## src/rtl/microwave_pkg.sv

```systemverilog
// Shared state encoding and keypad codes for the microwave time-entry controller.
package microwave_pkg;

  typedef enum logic [1:0] {
    ST_IDLE  = 2'd0,
    ST_RUN   = 2'd1,
    ST_PAUSE = 2'd2,
    ST_DONE  = 2'd3
  } state_t;

  localparam logic [3:0] KEY_START = 4'hA;
  localparam logic [3:0] KEY_STOP  = 4'hB;
  localparam logic [3:0] KEY_CLEAR = 4'hC;

  function automatic logic isDigitKey(input logic [3:0] code);
    return (code <= 4'd9);
  endfunction

endpackage

```

## src/rtl/bcd_mmss_dec.sv

```systemverilog
// Combinational one-second decrement of a BCD MM:SS value, with zero detect
// on the decremented result.
module bcd_mmss_dec (
  input  logic [3:0] i_d1,
  input  logic [3:0] i_d2,
  input  logic [3:0] i_d3,
  input  logic [3:0] i_d4,
  output logic [3:0] o_d1,
  output logic [3:0] o_d2,
  output logic [3:0] o_d3,
  output logic [3:0] o_d4,
  output logic       o_is_zero
);

  // Seconds wrap to 59 and borrow one minute when both seconds digits are 0
  always_comb begin
    o_d1 = i_d1;
    o_d2 = i_d2;
    o_d3 = i_d3;
    o_d4 = i_d4;
    if (i_d1 != 4'd0) begin
      o_d1 = i_d1 - 4'd1;
    end else if (i_d2 != 4'd0) begin
      o_d1 = 4'd9;
      o_d2 = i_d2 - 4'd1;
    end else begin
      o_d1 = 4'd9;
      o_d2 = 4'd5;
      if (i_d3 != 4'd0) begin
        o_d3 = i_d3 - 4'd1;
      end else begin
        o_d3 = 4'd9;
        o_d4 = i_d4 - 4'd1;
      end
    end
    o_is_zero = (o_d1 == 4'd0) && (o_d2 == 4'd0) && (o_d3 == 4'd0) && (o_d4 == 4'd0);
  end

endmodule

```

## src/rtl/time_entry_ctrl.sv

```systemverilog
// Microwave keypad time entry and MM:SS countdown controller. All outputs are
// registered so nothing reaches the display bus or magnetron combinationally.
module time_entry_ctrl
  import microwave_pkg::*;
#(
  parameter int DONE_TICKS = 3
) (
  input  logic       clk,
  input  logic       rst,
  input  logic       key_valid,
  input  logic [3:0] key_code,
  input  logic       tick_1hz,
  input  logic       door_open,
  output logic [3:0] display1,
  output logic [3:0] display2,
  output logic [3:0] display3,
  output logic [3:0] display4,
  output logic       running,
  output logic       beep,
  output logic       err
);

  localparam int CNT_W = (DONE_TICKS < 2) ? 1 : $clog2(DONE_TICKS);

  state_t           r_state, w_nextState;
  logic [3:0]       r_d1, r_d2, r_d3, r_d4;
  logic [3:0]       w_nd1, w_nd2, w_nd3, w_nd4;
  logic [3:0]       w_dec1, w_dec2, w_dec3, w_dec4;
  logic             w_decZero;
  logic [CNT_W-1:0] r_doneCnt, w_nextCnt;
  logic             r_running, r_beep, r_err, w_nextErr;
  logic             w_digit, w_start, w_stop, w_clear, w_anyKey, w_timeSet;

  bcd_mmss_dec u_dec (
    .i_d1     (r_d1),
    .i_d2     (r_d2),
    .i_d3     (r_d3),
    .i_d4     (r_d4),
    .o_d1     (w_dec1),
    .o_d2     (w_dec2),
    .o_d3     (w_dec3),
    .o_d4     (w_dec4),
    .o_is_zero(w_decZero)
  );

  assign w_digit   = key_valid && isDigitKey(key_code);
  assign w_start   = key_valid && (key_code == KEY_START);
  assign w_stop    = key_valid && (key_code == KEY_STOP);
  assign w_clear   = key_valid && (key_code == KEY_CLEAR);
  assign w_anyKey  = key_valid && (key_code <= KEY_CLEAR);
  assign w_timeSet = (r_d2 <= 4'd5) && ({r_d4, r_d3, r_d2, r_d1} != 16'h0000);

  always_comb begin
    w_nextState = r_state;
    w_nd1       = r_d1;
    w_nd2       = r_d2;
    w_nd3       = r_d3;
    w_nd4       = r_d4;
    w_nextCnt   = r_doneCnt;
    w_nextErr   = 1'b0;
    case (r_state)
      ST_IDLE: begin
        if (w_digit) begin
          w_nd4 = r_d3;
          w_nd3 = r_d2;
          w_nd2 = r_d1;
          w_nd1 = key_code;
        end else if (w_clear) begin
          {w_nd4, w_nd3, w_nd2, w_nd1} = 16'h0000;
        end else if (w_start) begin
          if (!door_open && w_timeSet) w_nextState = ST_RUN;
          else                         w_nextErr   = 1'b1;
        end
      end
      // Stop and door take priority over a coincident tick, which is dropped
      ST_RUN: begin
        if (w_stop || door_open) begin
          w_nextState = ST_PAUSE;
        end else if (tick_1hz) begin
          {w_nd4, w_nd3, w_nd2, w_nd1} = {w_dec4, w_dec3, w_dec2, w_dec1};
          if (w_decZero) begin
            w_nextState = ST_DONE;
            w_nextCnt   = '0;
          end
        end
      end
      ST_PAUSE: begin
        if (w_start) begin
          if (!door_open) w_nextState = ST_RUN;
          else            w_nextErr   = 1'b1;
        end else if (w_stop || w_clear) begin
          {w_nd4, w_nd3, w_nd2, w_nd1} = 16'h0000;
          w_nextState = ST_IDLE;
        end
      end
      default: begin
        {w_nd4, w_nd3, w_nd2, w_nd1} = 16'h0000;
        if (w_anyKey) begin
          w_nextState = ST_IDLE;
          w_nextCnt   = '0;
        end else if (tick_1hz) begin
          if (r_doneCnt == CNT_W'(DONE_TICKS - 1)) begin
            w_nextState = ST_IDLE;
            w_nextCnt   = '0;
          end else begin
            w_nextCnt = r_doneCnt + CNT_W'(1);
          end
        end
      end
    endcase
  end

  // Status flags are registered from the next state so they track it exactly
  always_ff @(posedge clk or posedge rst) begin
    if (rst) begin
      r_state   <= ST_IDLE;
      r_d1      <= 4'd0;
      r_d2      <= 4'd0;
      r_d3      <= 4'd0;
      r_d4      <= 4'd0;
      r_doneCnt <= '0;
      r_running <= 1'b0;
      r_beep    <= 1'b0;
      r_err     <= 1'b0;
    end else begin
      r_state   <= w_nextState;
      r_d1      <= w_nd1;
      r_d2      <= w_nd2;
      r_d3      <= w_nd3;
      r_d4      <= w_nd4;
      r_doneCnt <= w_nextCnt;
      r_running <= (w_nextState == ST_RUN);
      r_beep    <= (w_nextState == ST_DONE);
      r_err     <= w_nextErr;
    end
  end

  assign display1 = r_d1;
  assign display2 = r_d2;
  assign display3 = r_d3;
  assign display4 = r_d4;
  assign running  = r_running;
  assign beep     = r_beep;
  assign err      = r_err;

endmodule

```

## config.mk

```make
export PLATFORM = sky130hd
export DESIGN_NAME = time_entry_ctrl
export DESIGN_NICKNAME = d
export VERILOG_FILES = /design/src/rtl/microwave_pkg.sv /design/src/rtl/bcd_mmss_dec.sv /design/src/rtl/time_entry_ctrl.sv
export SDC_FILE = /design/constraint.sdc
export NUM_CORES = 1
export LEC_CHECK = 0
export BUFFER_PORTS_ARGS = -buffer_cell sky130_fd_sc_hd__buf_2
export CORE_MARGIN = 2
export CORE_UTILIZATION = 52
export DETAILED_ROUTE_END_ITERATION = 10
export PLACE_DENSITY = 0.74
export SLEW_MARGIN = 25
export SYNTH_ARGS = -nofsm -noshare
export SYNTH_HDL_FRONTEND = slang
export SYNTH_SLANG_ARGS = --single-unit
```

## constraint.sdc

```tcl
create_clock -name clk -period 5.5 [get_ports clk]
set_input_delay 0.55 -clock clk [delete_from_list [all_inputs] [get_ports clk]]
set_output_delay 0.55 -clock clk [all_outputs]
set_load 0.01 [all_outputs]
```

## After elaboration in Yosys (flattened, before gate mapping)

Index checks and enable logic that the tools add are counted.

- Bits in registers: 23
- Input port bits: 9
- Output and inout port bits: 19

- Add/subtract/negate cells: 5
- Bitwise logic cells: 1
- Muxes and demuxes: 56
- Order comparisons: 3
- Reductions and logical operators: 26
- Equality and inequality tests: 14

Operator list:

| operator | number |
|---|---|
| $mux W4 | 24 |
| $pmux W4 S3 | 4 |
| $mux W2 | 19 |
| $logic_not A4 Y1 | 4 |
| $reduce_bool A16 Y1 | 1 |
| $sub A4 B1 Y4 const B | 4 |
| $eq A4 B4 Y1 const B | 3 |
| $reduce_bool A4 Y1 | 3 |
| $logic_and A1 B1 Y1 | 10 |
| $reduce_and A5 Y1 | 2 |
| $le A4 B4 Y1 const B | 2 |
| $ne A2 B2 Y1 const B | 4 |
| $eq A2 B2 Y1 const B | 3 |
| $mux W1 | 6 |
| $pmux W2 S3 | 1 |
| $eq A2 B1 Y1 const B | 2 |
| $le A4 B3 Y1 const B | 1 |
| $pmux W2 S2 | 1 |
| $ne A3 B3 Y1 const B | 1 |
| $add A2 B1 Y2 const B | 1 |
| $logic_not A2 Y1 | 1 |
| $logic_or A1 B1 Y1 | 2 |
| $ne A2 B1 Y1 const B | 1 |
| $pmux W1 S2 | 1 |
| other kinds (4) | 4 |

## Longest topological paths before layout

Gate-level depths: netlist (run 1).

- Depth in word-level cells: 12
- Gate-level depth with buffers: 8

## Cells and area by module

From an unflattened synthesis (run 1), not the netlist that was laid out.

- Cells, all modules: 174
- Area, all modules: 1741.7 um^2

By module, submodules not included:

| module | area each (um^2) | instances | cells an instance | seq. area each (um^2) |
|---|---|---|---|---|
| time_entry_ctrl | 1388.8 | 1 | 123 | 575.6 |
| bcd_mmss_dec | 352.8 | 1 | 51 | 0.0 |

## Least setup slack after synthesis (run 1)

OpenSTA, ideal clock, no wires.

- Kind: flip-flop to flip-flop
- Start: reg r_d1[3] (netlist: display1[3])
- End: reg r_running (netlist: running)
- Period minus slack after synthesis: 2.206 ns
- Setup slack: 3.294 ns
- Cell stages (with the launch flop): 7
- Arrival time: 2.087 ns
- Required time: 5.380 ns
- Cell sequence: dfrtp_1 or4_1 buf_6 nor4_4 and3_2 o2111ai_1 and3_1

- Cells in the longest elaborated chain, start to end: 11

RTL lines:

| item | line | RTL |
|---|---|---|
| from (decl) | time_entry_ctrl.sv:26 | `logic [3:0] r_d1, r_d2, r_d3, r_d4;` |
| from (signal assigned) | time_entry_ctrl.sv:127 | `r_d1 <= w_nd1;` |
| $sub A4 B1 Y4 / $reduce_bool A4 Y1 (equally long branches) | bcd_mmss_dec.sv:22, bcd_mmss_dec.sv:21 |  |
| $mux W4 | bcd_mmss_dec.sv:21 | `if (i_d1 != 4'd0) begin` |
| $logic_not A4 Y1 | bcd_mmss_dec.sv:36 | `o_is_zero = (o_d1 == 4'd0) && (o_d2 == 4'd0) && (o_d3 == 4'd0) && (o_d4 == 4'd0);` |
| $logic_and A1 B1 Y1 (3 in a row) | bcd_mmss_dec.sv:36 |  |
| $mux W2 | time_entry_ctrl.sv:81 | `if (w_decZero) begin` |
| $mux W2 | time_entry_ctrl.sv:79 | `end else if (tick_1hz) begin` |
| $mux W2 | time_entry_ctrl.sv:77 | `if (w_stop \|\| door_open) begin` |
| $pmux W2 S3 (*) | time_entry_ctrl.sv:61 | `case (r_state)` |
| $eq A2 B1 Y1 (*) | time_entry_ctrl.sv:132 | `r_running <= (w_nextState == ST_RUN);` |
| to (signal assigned) | time_entry_ctrl.sv:132 |  |
| to (decl) | time_entry_ctrl.sv:31 | `logic r_running, r_beep, r_err, w_nextErr;` |

Every way passes the cells marked *; elsewhere a longest branch is shown, timed or not.
A chain may end at the register's enable or synchronous reset.

## Worst setup path after layout (run 1)

- Start: reg r_d1[3] (netlist: display1[3])
- End: reg r_doneCnt[0]

- Cells in the longest elaborated chain, start to end: 8

RTL lines:

| item | line | RTL |
|---|---|---|
| $sub A4 B1 Y4 / $reduce_bool A4 Y1 (equally long branches) | bcd_mmss_dec.sv:22, bcd_mmss_dec.sv:21 |  |
| $mux W4 | bcd_mmss_dec.sv:21 |  |
| $logic_not A4 Y1 | bcd_mmss_dec.sv:36 |  |
| $logic_and A1 B1 Y1 (2 in a row) | bcd_mmss_dec.sv:36 |  |
| $logic_and A1 B1 Y1 (*) | bcd_mmss_dec.sv:36 |  |
| $ne A2 B1 Y1 (no source line) (*) | n/a |  |
| $reduce_and A5 Y1 (no source line) (*) | n/a |  |
| to (signal assigned) | time_entry_ctrl.sv:131 | `r_doneCnt <= w_nextCnt;` |
| to (decl) | time_entry_ctrl.sv:30 | `logic [CNT_W-1:0] r_doneCnt, w_nextCnt;` |

Marks and branches as above.

==> impl_results.md, run 1 <==
- Vias: 1714
- Die footprint: 0.00373 sq mm
- Critical path origin: display1[3]$_DFFE_PP0P_
- Die Wd: 61.1 um
- Clock tree buffer depth: 2
- # rows: 20
- Layout cells sized above 1: 0.224
- Status: completed
- WP data arrival: 2.74 ns
- Critical path class: flop to flop
- Critical path capture point type: flop
- CTS root buf: clkbuf_4
- Num CTS Buffers: 3
- DR iter-0 viols: 120
- Synthesized area: 0.00169 sq mm
- Pin count of the biggest net entering global routing: 31
- Nets: 240
- Sink Count: 23
- Synthesis-to-finish area growth: 11.1%
- Buffers plus inverters on the worst setup path: 0
- TNS Setup: 0 ns
- CP peak stage delay: 0.76 ns
- Worst Path Max Fanout: 8
- Core box area: 0.00308 sq mm
- CP top delay family: simple AND/OR/NAND/NOR gates
- Maxcap violations: 0
- PortBufs: 27
- Cell variety after synth: 57
- Unrepaired setup endpoints after global routing: false
- Crit-path cells: or4_1, nor4_4, and3_2, o2111a_1, o32ai_1
- Via/cell ratio: 6.30
- Clock H-tree levels: 1
- Final WL: 4330 um
- Post-Route Skew: 0.00544 ns
- Vias in the first global route: 1576
- Max IR drop VDD: 324 uV
- RR Startpoint: display1[3]$_DFFE_PP0P_
- Post-synth ARST share: 1.00
- Router iterations before antenna repair: 4
- First-pass GRT wire length: 7320 um
- Hold Crit Class: input port to async pin
- FMAX: 395 MHz
- CP Data Required Time: 5.71 ns
- Total track usage: 0.262
- Cell Count, Final, Fillers Out: 272
- Starting Density: 0.550
- Max-slew violations: 0
- # Post-CTS Setup Buffers: 0
- Die span in y: 61.1 um
- Final Hold Vio Count: 0
- CTS clk-pin slew, worst paths: 0.14 ns
- CTS tree: built
- Min Tclk post-route: 2.53 ns
- Mapped Nets: 219
- ANT cells: 0
- Post-synth EDFFs: 0
- Commonest non-fill, non-tap cell in the layout: o21ai_0
- GRT overflow: 0
- Post-Synthesis Cells: 208
- GPL Wtd Cong: 0.844
- Initial antenna violation count: 0
- Setup violations, final: 0
- DP Cell Count: 268
- Least-Margin Pin Slew: 0.981 ns
- Critical path's slowest cell: or4_1
- HPWL after detailed placement: 3070 um
- DRC Markers: 0
- Synth Warn #: 0
- Worst Setup Start Kind: flop
- Hold-fix buffers at CTS: 0
- Rel. slew slack: 0.344
- WL per Instance: 15.9 um
- Number of stages on the worst setup path: 5
- Most frequent cells in the layout: 28 x o21ai_0, 27 x buf_2, 23 x dfrtp_1, 19 x nor2_1, 19 x a21oi_1
- Main synth FF type: dfrtp_1
- Sequential share of the synthesized area: 0.340
- Clock Latency Late Sink: 0.32 ns
- Post-cts sizing count: 0
- # IOs: 28
- R2R depth: 5
- Avg Cell Area, Syn: 8.14 sq um
- Period utilization: 0.460
- P_leak: 0.863 nW
- #FFs+latches synth: 23
- ANT nets after route: 0
- Pwr/cell area: 613 mW/mm^2
[flip-flops by register name, indices dropped and copies added, names as in the netlist]
register and cells:
beep 1, display1 4, running 1, r_state 2, err 1, display2 4
display3 4, r_doneCnt 2, display4 4
[through the flow]
step	util	total power, mW	instance area, sq um	hold WS, ns	worst slack [ns]
floorplan	-	0.877	1690	0.484	3.29
global placement	0.602	1.03	1850	0.504	3.10
detailed placement	0.602	1.06	1850	0.523	3.03
CTS	0.611	1.14	1880	0.422	2.99
global route	0.611	1.27	1880	0.462	2.82
finish	0.611	1.15	1880	0.377	2.97
[synth_stat cells (2+ instances only)]
cell type,number,area (sq um)
o21ai_0,28,140
or3_2,3,22.5
nand4b_1,2,17.5
nand2b_1,2,12.5
or2_2,2,12.5
o32ai_1,2,17.5
nor3_1,12,60.1
or3_1,2,12.5
a22oi_1,4,30.0
o2bb2ai_1,2,17.5
and3_2,2,15.0
clkbuf_1,10,37.5
nand2_1,13,48.8
a32oi_1,3,26.3
and2_1,2,12.5
a21o_1,6,45.0
nor4_1,4,25.0
dfrtp_1,23,576
ha_1,2,25.0
nor2_1,19,71.3
a21oi_1,19,95.1
nand4_1,2,12.5
nor3b_1,2,15.0
inv_1,8,30.0
or4_2,2,17.5
[layer usage]
layer	track usage	part of all wire
met5	0	0
met4	0.0932	0.0099
met3	0.0252	0.040
met2	0.416	0.47
met1	0.372	0.48
[final cells by class]
cell class,instances,area (sq um)
clock buffer,3,22.5
clock inverter,1,5.00
fill,296,1200
inverter,8,30.0
multi-input combinational,164,1040
sequential,23,576
tap,44,55.1
timing repair buffer,29,150
[final timing paths]
path                       slack (ns)                        to
setup / recovery                 2.97  r_doneCnt[0]$_DFFE_PP0P_
hold / removal                   0.38      r_state[0]$_DFF_PP0_
setup reg to reg                 2.97  r_doneCnt[0]$_DFFE_PP0P_
hold reg to reg                  0.54  r_doneCnt[0]$_DFFE_PP0P_
max in group asynchronous        4.59   display1[2]$_DFFE_PP0P_
min in group clk                 0.54  r_doneCnt[0]$_DFFE_PP0P_
[cell families after synthesis]
logic type	Yosys count	share of synthesized area
XOR/XNOR	1	0.00517
AND/OR/NAND/NOR	83	0.289
adder cells (fa/ha/maj)	2	0.0148
multiplexers	1	0.00591
AO/OA/AOI/OAI	77	0.293
flip-flops	23	0.340
buffers and inverters	21	0.0524
[power breakdown]
group          leakage [nW]  internal [mW]  switching (mW)
sequential            0.314          0.226           0.116
combinational         0.531          0.273           0.455
clock                0.0177         0.0273          0.0555
Power figures use the tool's default switching activity.
==> inputs of run 2 (changes only) <==
CORE_UTILIZATION = 51   (was 52)
PLACE_DENSITY = 0.76   (was 0.74)
clock period = 2.1 ns   (was 5.5 ns; I/O delays follow)
==> run 2 against run 1 <==
  * Worst setup slack worse by 2.9 ns
  * Core utilization is 6.9 points higher
  * Critical endpoint unchanged
  * Clock skew is 0.0025 ns higher
  * Combinational power grew to 3.5 times the previous value
  * Sequential share of layout area is 3.2 points lower
  * Critical path depth is 2 higher
  * Critical path type unchanged
  * Largest cell class unchanged
==> impl_results.md, run 2 (same netlist as run 1, synthesis figures left out) <==
- Status: completed (unchanged)
- First-pass GRT wire length: 7190 um (was 7320 um)
- Least-Margin Pin Slew: 0.498 ns (was 0.981 ns)
- ANT cells: 0 (unchanged)
- Clock power frac: 0.060 (was 0.072)
- ANT nets after route: 0 (unchanged)
- Power Internal: 1.80 mW (was 0.527 mW)
- PortBufs: 27 (unchanged)
- Setup violations, final: 0 (unchanged)
- Max-slew violations: 0 (unchanged)
- HPWL after detailed placement: 3280 um (was 3070 um)
- Buffers plus inverters on the worst setup path: 2 (was 0)
- Rel. slew slack: 0.668 (was 0.344)
- Critical path's slowest cell: dfrtp_2 (was or4_1)
- WL per Instance: 15.0 um (was 15.9 um)
- Final Hold Vio Count: 0 (unchanged)
- # rows: 20 (unchanged)
- Total track usage: 0.251 (was 0.262)
- Initial antenna violation count: 0 (unchanged)
- Pwr/cell area: 1670 mW/mm^2 (was 613 mW/mm^2)
- CP Data Required Time: 2.31 ns (was 5.71 ns)
- Clock tree buffer depth: 2 (unchanged)
- CP top delay family: simple AND/OR/NAND/NOR gates (unchanged)
- Gate power share: 0.726 (was 0.632)
- Switch share: 0.492 (was 0.543)
- DRC Markers: 0 (unchanged)
- DP Area: 0.00205 sq mm (was 0.00185 sq mm)
- Sink Count: 23 (unchanged)
- Die span in y: 61.6 um (was 61.1 um)
- Min Tclk post-route: 2.03 ns (was 2.53 ns)
- Core box area: 0.00310 sq mm (was 0.00308 sq mm)
- # IOs: 28 (unchanged)
- FMAX: 492 MHz (was 395 MHz)
- Critical path class: flop to flop (unchanged)
- Final WL: 4440 um (was 4330 um)
- WP data arrival: 2.24 ns (was 2.74 ns)
- CTS root buf: clkbuf_4 (unchanged)
- Via/cell ratio: 5.93 (was 6.30)
- CTS tree: built (unchanged)
- Reg2reg setup slack: 0.07 ns (was 2.97 ns)
- CTS clk-pin slew, worst paths: 0.13 ns (was 0.14 ns)
- Pwr Total: 3.54 mW (was 1.15 mW)
- Maxcap violations: 0 (unchanged)
- Period utilization: 0.968 (was 0.460)
- Pin count of the biggest net entering global routing: 30 (was 31)
- Net Sw Power: 1.74 mW (was 0.626 mW)
- GPL Wtd Cong: 0.862 (was 0.844)
- Die Wd: 61.6 um (was 61.1 um)
- Router iterations before antenna repair: 4 (unchanged)
- Unrepaired setup endpoints after global routing: true (was false)
- Clock Latency Late Sink: 0.32 ns (about the same)
- Hold Crit Class: input port to flop (was input port to async pin)
- Die footprint: 0.00380 sq mm (was 0.00373 sq mm)
- # Post-CTS Setup Buffers: 0 (unchanged)
- DP Cell Count: 292 (was 268)
- Starting Density: 0.546 (was 0.550)
- Synthesis-to-finish area growth: 24.6% (was 11.1%)
- GRT overflow: 0 (unchanged)
- P_leak: 0.984 nW (was 0.863 nW)
- Vias: 1760 (was 1714)
- CP peak stage delay: 0.42 ns (was 0.76 ns)
- Layout cells sized above 1: 0.320 (was 0.224)
- Num CTS Buffers: 3 (unchanged)
- Non-Filler Cell Area, Final: 0.00211 sq mm (was 0.00188 sq mm)
- Sequential share of power: 0.214 (was 0.297)
- Worst Path Max Fanout: 7 (was 8)
- Worst Setup Start Kind: flop (unchanged)
- Clock H-tree levels: 1 (unchanged)
- Max IR drop VDD: 1030 uV (was 324 uV)
- Cell Count, Final, Fillers Out: 297 (was 272)
- Most frequent cells in the layout: 27 x o21ai_0, 27 x buf_2, 26 x buf_4, 21 x dfrtp_1, 19 x nor2_1 (was 28 x o21ai_0, 27 x buf_2, 23 x dfrtp_1, 19 x nor2_1, 19 x a21oi_1)
- Critical path capture point type: flop (unchanged)
- Nets: 265 (was 240)
- Vias in the first global route: 1588 (was 1576)
- Post-Route Skew: 0.00792 ns (was 0.00544 ns)
- DR iter-0 viols: 142 (was 120)
- Crit-path cells: buf_4, nor4_2, buf_4, mux2i_1, nor4_2, o2111a_1, o32ai_1 (was or4_1, nor4_4, and3_2, o2111a_1, o32ai_1)
-- run 2: cell count changes in the layout (fill, tap and decap cells not counted), sizes merged --
cell | previous run | this run
clkinv | 1 | 0
buf | 29 | 53
dlygate4sd3 | 0 | 1
clkbuf | 3 | 4
-- run 2: power groups by stage --
stage          combinational [mW]  clock [mW]  sequential (mW)
2_1_floorplan                1.49           0            0.843
3_3_place_gp                 2.44           0            0.754
3_5_place_dp                 2.47           0            0.760
4_1_cts                      2.52       0.222            0.753
5_1_grt                      2.81       0.235            0.782
6_report                     2.57       0.213            0.755
-- run 2: worst paths after layout --
kind	startpoint	to	depth (start not counted)
min in group asynchronous	rst	r_doneCnt[1]$_DFFE_PP0P_	3
setup / recovery	display1[3]$_DFFE_PP0P_	r_doneCnt[0]$_DFFE_PP0P_	7
setup reg to reg	display1[3]$_DFFE_PP0P_	r_doneCnt[0]$_DFFE_PP0P_	7
hold / removal	door_open	err$_DFF_PP0_	3
max in group asynchronous	rst	display2[2]$_DFFE_PP0P_	4
hold reg to reg	r_doneCnt[0]$_DFFE_PP0P_	r_doneCnt[0]$_DFFE_PP0P_	1
-- run 2: worst reg2reg max path, cell delays in order (launching register included) --
cell and delay [ns]:
dfrtp_2 0.42, buf_4 0.16, nor4_2 0.35, buf_4 0.19, mux2i_1 0.10, nor4_2 0.36
o2111a_1 0.27, o32ai_1 0.09
-- run 2: cell type report --
cell class	count	area, sq um
Clock buffer	4	26.3
Fill cell	296	992
Timing Repair Buffer	54	340
Multi-Input combinational cell	164	1080
Inverter	8	30.0
Tap cell	44	55.1
Sequential cell	23	578
-- run 2: per-layer routing --
layer	global-route usage	vias to the layer above	part of all wire
met1	0.366	820	0.47
li1	-	881	-
met3	0.0252	3	0.057
met2	0.406	56	0.47
met5	0	-	0
met4	0.0486	0	0.0038
-- run 2: stage by stage --
stage	TNS [ns]	hold slack, ns	worst slack [ns]	util
6_report	0	0.243	0.0681	0.680
3_3_place_gp	-0.0909	0.260	-0.0397	0.661
2_1_floorplan	-0.170	0.212	-0.0700	-
3_5_place_dp	-0.181	0.260	-0.0571	0.661
5_1_grt	-0.00271	0.274	-0.00146	0.680
4_1_cts	0	0.249	0.0357	0.676
-- run 2: repair_timing --
item,in CTS,in global routing
gates resized for setup,2,4
hold buffers,1,0
endpoints found under the hold margin,12,0
pin swaps,0,2
endpoints found under the setup margin,10,8
